===== config.mk =====
export PLATFORM = sky130hd
export DESIGN_NAME = mem_access_ctrl
export DESIGN_NICKNAME = d
export VERILOG_FILES = /design/src/rtl/mem_access_ctrl.sv
export SDC_FILE = /design/constraint.sdc
export NUM_CORES = 1
export LEC_CHECK = 0
export ABC_AREA = 1
export CAP_MARGIN = 30
export CORE_MARGIN = 3
export CORE_UTILIZATION = 44
export DETAILED_ROUTE_END_ITERATION = 6
export HOLD_SLACK_MARGIN = 0.02
export PLACE_DENSITY = 0.76
export SKIP_LAST_GASP = 1
export SYNTH_ARGS = -nofsm -noshare
export SYNTH_HDL_FRONTEND = slang
export SYNTH_SLANG_ARGS = --single-unit

===== constraint.sdc =====
create_clock -name i_clk -period 1.9 [get_ports i_clk]
set_input_delay 0.19 -clock i_clk [delete_from_list [all_inputs] [get_ports i_clk]]
set_output_delay 0.19 -clock i_clk [all_outputs]
set_load 0.02 [all_outputs]

===== src/rtl/mem_access_ctrl.sv =====
// Data-memory access sequencer: sub-word loads/stores over a synchronous-read word RAM, with
// debug word-read arbitration. Optional zero-extending loads behind MEM_UNSIGNED_LOAD_EN.
module mem_access_ctrl #(
  parameter int unsigned ADDR_W = 10
) (
  input  logic              i_clk,
  input  logic              i_reset_n,
  input  logic              i_req,
  input  logic              i_we,
  input  logic [2:0]        i_type,
  input  logic [31:0]       i_addr,
  input  logic [31:0]       i_wdata,
`ifdef MEM_UNSIGNED_LOAD_EN
  input  logic              i_unsigned,
`endif
  output logic [31:0]       o_rdata,
  output logic              o_done,
  output logic              o_misaligned,
  output logic              o_stall,
  input  logic              i_dbg_req,
  input  logic [ADDR_W-1:0] i_dbg_addr,
  output logic              o_dbg_ack,
  output logic [31:0]       o_dbg_rdata,
  output logic              o_mem_en,
  output logic              o_mem_we,
  output logic [ADDR_W-1:0] o_mem_addr,
  output logic [31:0]       o_mem_wdata,
  input  logic [31:0]       i_mem_rdata
);

  typedef enum logic [2:0] {
    StIdle, StRd, StWait, StWr, StDone, StDrd, StDwait, StDack
  } state_e;

  state_e state_q, state_d;

  logic              we_q;
  logic [1:0]        type_q;
  logic [1:0]        lane_q;
  logic [ADDR_W-1:0] widx_q;
  logic [31:0]       wdata_q;
  logic              uns_q;
  logic              mis_q;
  logic [ADDR_W-1:0] dbg_addr_q;
  logic [31:0]       rdata_q;
  logic [31:0]       dbg_rdata_q;

  logic        uns_in;
  logic        illegal;
  logic [7:0]  byte_sel;
  logic [15:0] half_sel;
  logic [31:0] load_val;
  logic [31:0] merged;
  logic        unused_addr;

`ifdef MEM_UNSIGNED_LOAD_EN
  assign uns_in = i_unsigned;
`else
  assign uns_in = 1'b0;
`endif

  assign unused_addr = ^i_addr[31:ADDR_W+2];

  always_comb begin
    illegal = 1'b1;
    case (i_type)
      3'b000:  illegal = 1'b0;
      3'b001:  illegal = i_addr[0];
      3'b011:  illegal = |i_addr[1:0];
      default: illegal = 1'b1;
    endcase
  end

  always_comb begin
    state_d = state_q;
    case (state_q)
      StIdle: begin
        if (i_req) begin
          if (illegal)                         state_d = StDone;
          else if (i_we && i_type == 3'b011)   state_d = StWr;
          else                                 state_d = StRd;
        end else if (i_dbg_req) begin
          state_d = StDrd;
        end
      end
      StRd:    state_d = StWait;
      StWait:  state_d = we_q ? StWr : StDone;
      StWr:    state_d = StDone;
      StDone:  state_d = StIdle;
      StDrd:   state_d = StDwait;
      StDwait: state_d = StDack;
      StDack:  state_d = StIdle;
      default: state_d = StIdle;
    endcase
  end

  always_ff @(posedge i_clk or negedge i_reset_n) begin
    if (!i_reset_n) state_q <= StIdle;
    else            state_q <= state_d;
  end

  // Lane extraction for loads and lane merge for read-modify-write stores.
  always_comb begin
    byte_sel = i_mem_rdata[{lane_q, 3'b000} +: 8];
    half_sel = i_mem_rdata[{lane_q[1], 4'b0000} +: 16];
    load_val = i_mem_rdata;
    merged   = i_mem_rdata;
    case (type_q)
      2'b00: begin
        load_val = {{24{byte_sel[7] & ~uns_q}}, byte_sel};
        merged[{lane_q, 3'b000} +: 8] = wdata_q[7:0];
      end
      2'b01: begin
        load_val = {{16{half_sel[15] & ~uns_q}}, half_sel};
        merged[{lane_q[1], 4'b0000} +: 16] = wdata_q[15:0];
      end
      default: ;
    endcase
  end

  always_ff @(posedge i_clk or negedge i_reset_n) begin
    if (!i_reset_n) begin
      we_q        <= 1'b0;
      type_q      <= 2'b00;
      lane_q      <= 2'b00;
      widx_q      <= '0;
      wdata_q     <= '0;
      uns_q       <= 1'b0;
      mis_q       <= 1'b0;
      dbg_addr_q  <= '0;
      rdata_q     <= '0;
      dbg_rdata_q <= '0;
    end else begin
      case (state_q)
        StIdle: begin
          if (i_req) begin
            we_q    <= i_we;
            type_q  <= i_type[1:0];
            lane_q  <= i_addr[1:0];
            widx_q  <= i_addr[ADDR_W+1:2];
            wdata_q <= i_wdata;
            uns_q   <= uns_in;
            mis_q   <= illegal;
            if (illegal) rdata_q <= '0;
          end else if (i_dbg_req) begin
            dbg_addr_q <= i_dbg_addr;
          end
        end
        StWait: begin
          if (we_q) wdata_q <= merged;
          else      rdata_q <= load_val;
        end
        StDwait: dbg_rdata_q <= i_mem_rdata;
        default: ;
      endcase
    end
  end

  // RAM control decodes from state only, so reset drops it in the same instant.
  always_comb begin
    o_mem_en    = 1'b0;
    o_mem_we    = 1'b0;
    o_mem_addr  = '0;
    o_mem_wdata = '0;
    case (state_q)
      StRd: begin
        o_mem_en   = 1'b1;
        o_mem_addr = widx_q;
      end
      StWr: begin
        o_mem_en    = 1'b1;
        o_mem_we    = 1'b1;
        o_mem_addr  = widx_q;
        o_mem_wdata = wdata_q;
      end
      StDrd: begin
        o_mem_en   = 1'b1;
        o_mem_addr = dbg_addr_q;
      end
      default: ;
    endcase
  end

  assign o_rdata      = rdata_q;
  assign o_done       = (state_q == StDone);
  assign o_misaligned = (state_q == StDone) & mis_q;
  assign o_stall      = i_req & (state_q != StDone);
  assign o_dbg_ack    = (state_q == StDack);
  assign o_dbg_rdata  = dbg_rdata_q;

endmodule


==> impl_metrics.yaml <==
timing:
  relSlewSlack_pct: 63.2
  setup_violations: 0
  worst_slew_pin_slew_ps: 551
  skew_ps: 7.78
  finalSetupTns_ps: 0
  timing.final.ws_setup_ps: 69.0
  hold_slack_ps: 265
  hold_viol: 0
  rsz0062_at_grt: "true"
  drv_slew: 0
  fin_crit_sh_pct: 96.4
  fin_crit_ps: 1830
  clock.fmax_mhz: 546
clock_network:
  cts.sinks: 125
  cts_tree: "yes"
  cts_setup_buffers: 0
  htree_levels: 4
  clk_path_buf_depth: 2
  clk_latency_ps: 420
  clkTransAtPathRegs_ps: 60
  cts-root-buf: "clkbuf_16"
  cts_inserted_buffers: 17
grt:
  grt_max_degree: 54
  grt_pass1_vias: 7736
  antenna_found_initial: 1
  grt_pass1_wl_um: 42300
  gr-total-overflow: 0
  grt_usage_pct: 27.6
worst_setup_path:
  crit_fanout: 33
  cp.required_ps: 1710
  reg2reg_depth: 11
  path_buf_inv: 3
  critPathArrivalTime_ps: 1640
  end_kind: "output pin"
  slowest_stage: "dfrtp_1"
  regToRegStartpoint: "state_q[2]"
  max_stage_delay_ps: 350
  startpoint_type: "flip-flop"
  path_delay_family: "buffers and inverters"
  crit_chain: "inv_2, nor2_2, nand2_2, buf_12, nor2_1, clkbuf_2"
  r2r_slack_ps: 140
  crit_type: "reg2out"
  reg2reg_to: "wdata_q[12]"
detailed_routing:
  drt_iter0_drc: 667
  wl_per_cell_um: 16.9
  dr.pass1.iters: 5
  drt-total-wl_um: 27300
  drtAntennaViolNets: 0
  drc: 0
  vias: 8340
  vias_per_cell: 5.17
placed_design:
  dpl_cell_area_um2: 10200
  gp_congestion: 1.01
  dp_cells: 1577
  hpwl_um: 19800
  preCtsSetupSlack_ps: 37.6
  io_buffer_count: 205
run_status:
  status: "finished, final reports clean"
die:
  die_h_um: 138
  io_pins: 226
  die_width_um: 138
  start_util_pct: 45.7
  core_um2: 16800
  die_area_um2: 19100
  row_count: 47
final_layout:
  drive_gt1_share_pct: 12.8
  nets: 1498
  postLayoutCellArea_um2: 10600
  fin_cells: 1612
  multi_input_area_um2: 3790
  area_delta_synth_final_pct: 37.6
  antenna_cells: 0
  seq_area_um2: 3130
  nFillCells: 1612
yosys:
  synth_warnings: 0
  syn_area_um2: 7690
  async_flop_share_pct: 100
  syn_area_per_cell_um2: 6.58
  synth-edff-count: 0
  ys.flop_type: "dfrtp_1"
  synth_cells: 1169
  yosys.area.top_type: "dfrtp_1"
  synthDistinctLibCells: 29
  synth_area_leaders: "dfrtp_1 (41%), nand2_1 (23%), o21ai_0 (6.5%)"
  syn-num-nets: 1288
  synth_top_area_share_pct: 40.7
  synth_most_common_cell: "nand2_1"
  ys_ff_latch: 125
  synth_common_cells: "nand2_1 (461), dfrtp_1 (125), inv_1 (116)"
  yosysSeqAreaShare_pct: 40.7
pwr:
  powerDensity_nw_per_um2: 1670
  ir_drop_v: 0.000869
  p_leak_uw: 0.00549
worst_hold_path:
  hp-class: "in2async"
run:
  cap_violations: 0
==> how the worst max path moves through the flow <==
| stage | from | to | slack, ps | cells past startpoint |
|---|---|---|---|---|
| 2_1_floorplan | lane_q[1] | wdata_q[19] | 20 | 11 |
| 3_3_place_gp | state_q[0] | o_mem_wdata[4] | 70 | 6 |
| 3_5_place_dp | type_q[1] | wdata_q[5] | 40 | 5 |
| 4_1_cts | state_q[2] | o_mem_wdata[2] | -150 | 5 |
| 5_1_grt | state_q[0] | o_stall | -10 | 6 |
| 6_report | state_q[0] | o_mem_wdata[2] | 70 | 6 |
==> registers in the layout, indices dropped and copies added, names as in the netlist <==
name / cells
widx_q: 10
type_q: 2
dbg_addr_q: 10
wdata_q: 32
state_q: 3
mis_q: 1
o_dbg_rdata: 32
lane_q: 2
we_q: 1
o_rdata: 32
==> cell families after synthesis <==
logic type	after synthesis	share of synthesized area [%]
AOI/OAI and AO/OA	191	13.4
adders and majority gates	5	0.814
buffers and inverters	194	10.2
DFF	125	40.7
and+or+nand+nor	654	34.8
==> what timing repair did <==
item                                   CTS  global route
resized for setup                      126            52
endpoints found under the hold margin   29             0
cloned                                   0             1
pin swaps                                0             1
hold buffers                             1             0
setup endpoints to repair               48            67
==> per-stage QoR <==
step                      total power, uW  utilization [%]
after floorplan                     10500                -
after global placement              14300             60.6
after detailed placement            14400             60.6
after CTS                           17500             63.6
after global routing                19000             62.9
final                               17700             62.9
==> power breakdown <==
group	internal, uW	leakage (uW)	total [uW]	switching, uW
logic	3700	0.00364	9930	6230
registers	3840	0.00158	4640	800
clock network	1840	0.000271	3140	1300
total	9380	0.00549	17700	8330
==> cell type report <==
class,instances,area share (%)
timing repair buffer,253,22.0
clock buffer,20,4.22
clock inverter,12,1.06
inverter,132,4.71
sequential,125,29.6
tap,220,2.60
multi-input combinational,850,35.8
==> cells in the final DEF (no fill, tap or decap), drive strengths merged <==
cell type      instances
nand2                468
clkdlybuf4s50        156
dfrtp                125
inv                  124
o21ai                108
nor2                  86
buf                   78
nand3                 61
a21oi                 59
clkbuf                35
or2                   33
clkinv                17
a32o                  10
o211ai                 7
o22ai                  6
ha                     5
nand4                  3
dlygate4sd2            3
clkinvlp               2
nor3                   2
nor3b                  1
a21boi                 1
bufinv                 1
dlygate4sd3            1
==> metal layers <==
metal | track usage (%) | part of all wire (%)
met4 | 10.1 | 3.5
met3 | 6.42 | 9.3
met2 | 43.3 | 45
met5 | 0 | 0.048
met1 | 37.7 | 42
No activity file was read; power rests on OpenSTA's default activity.
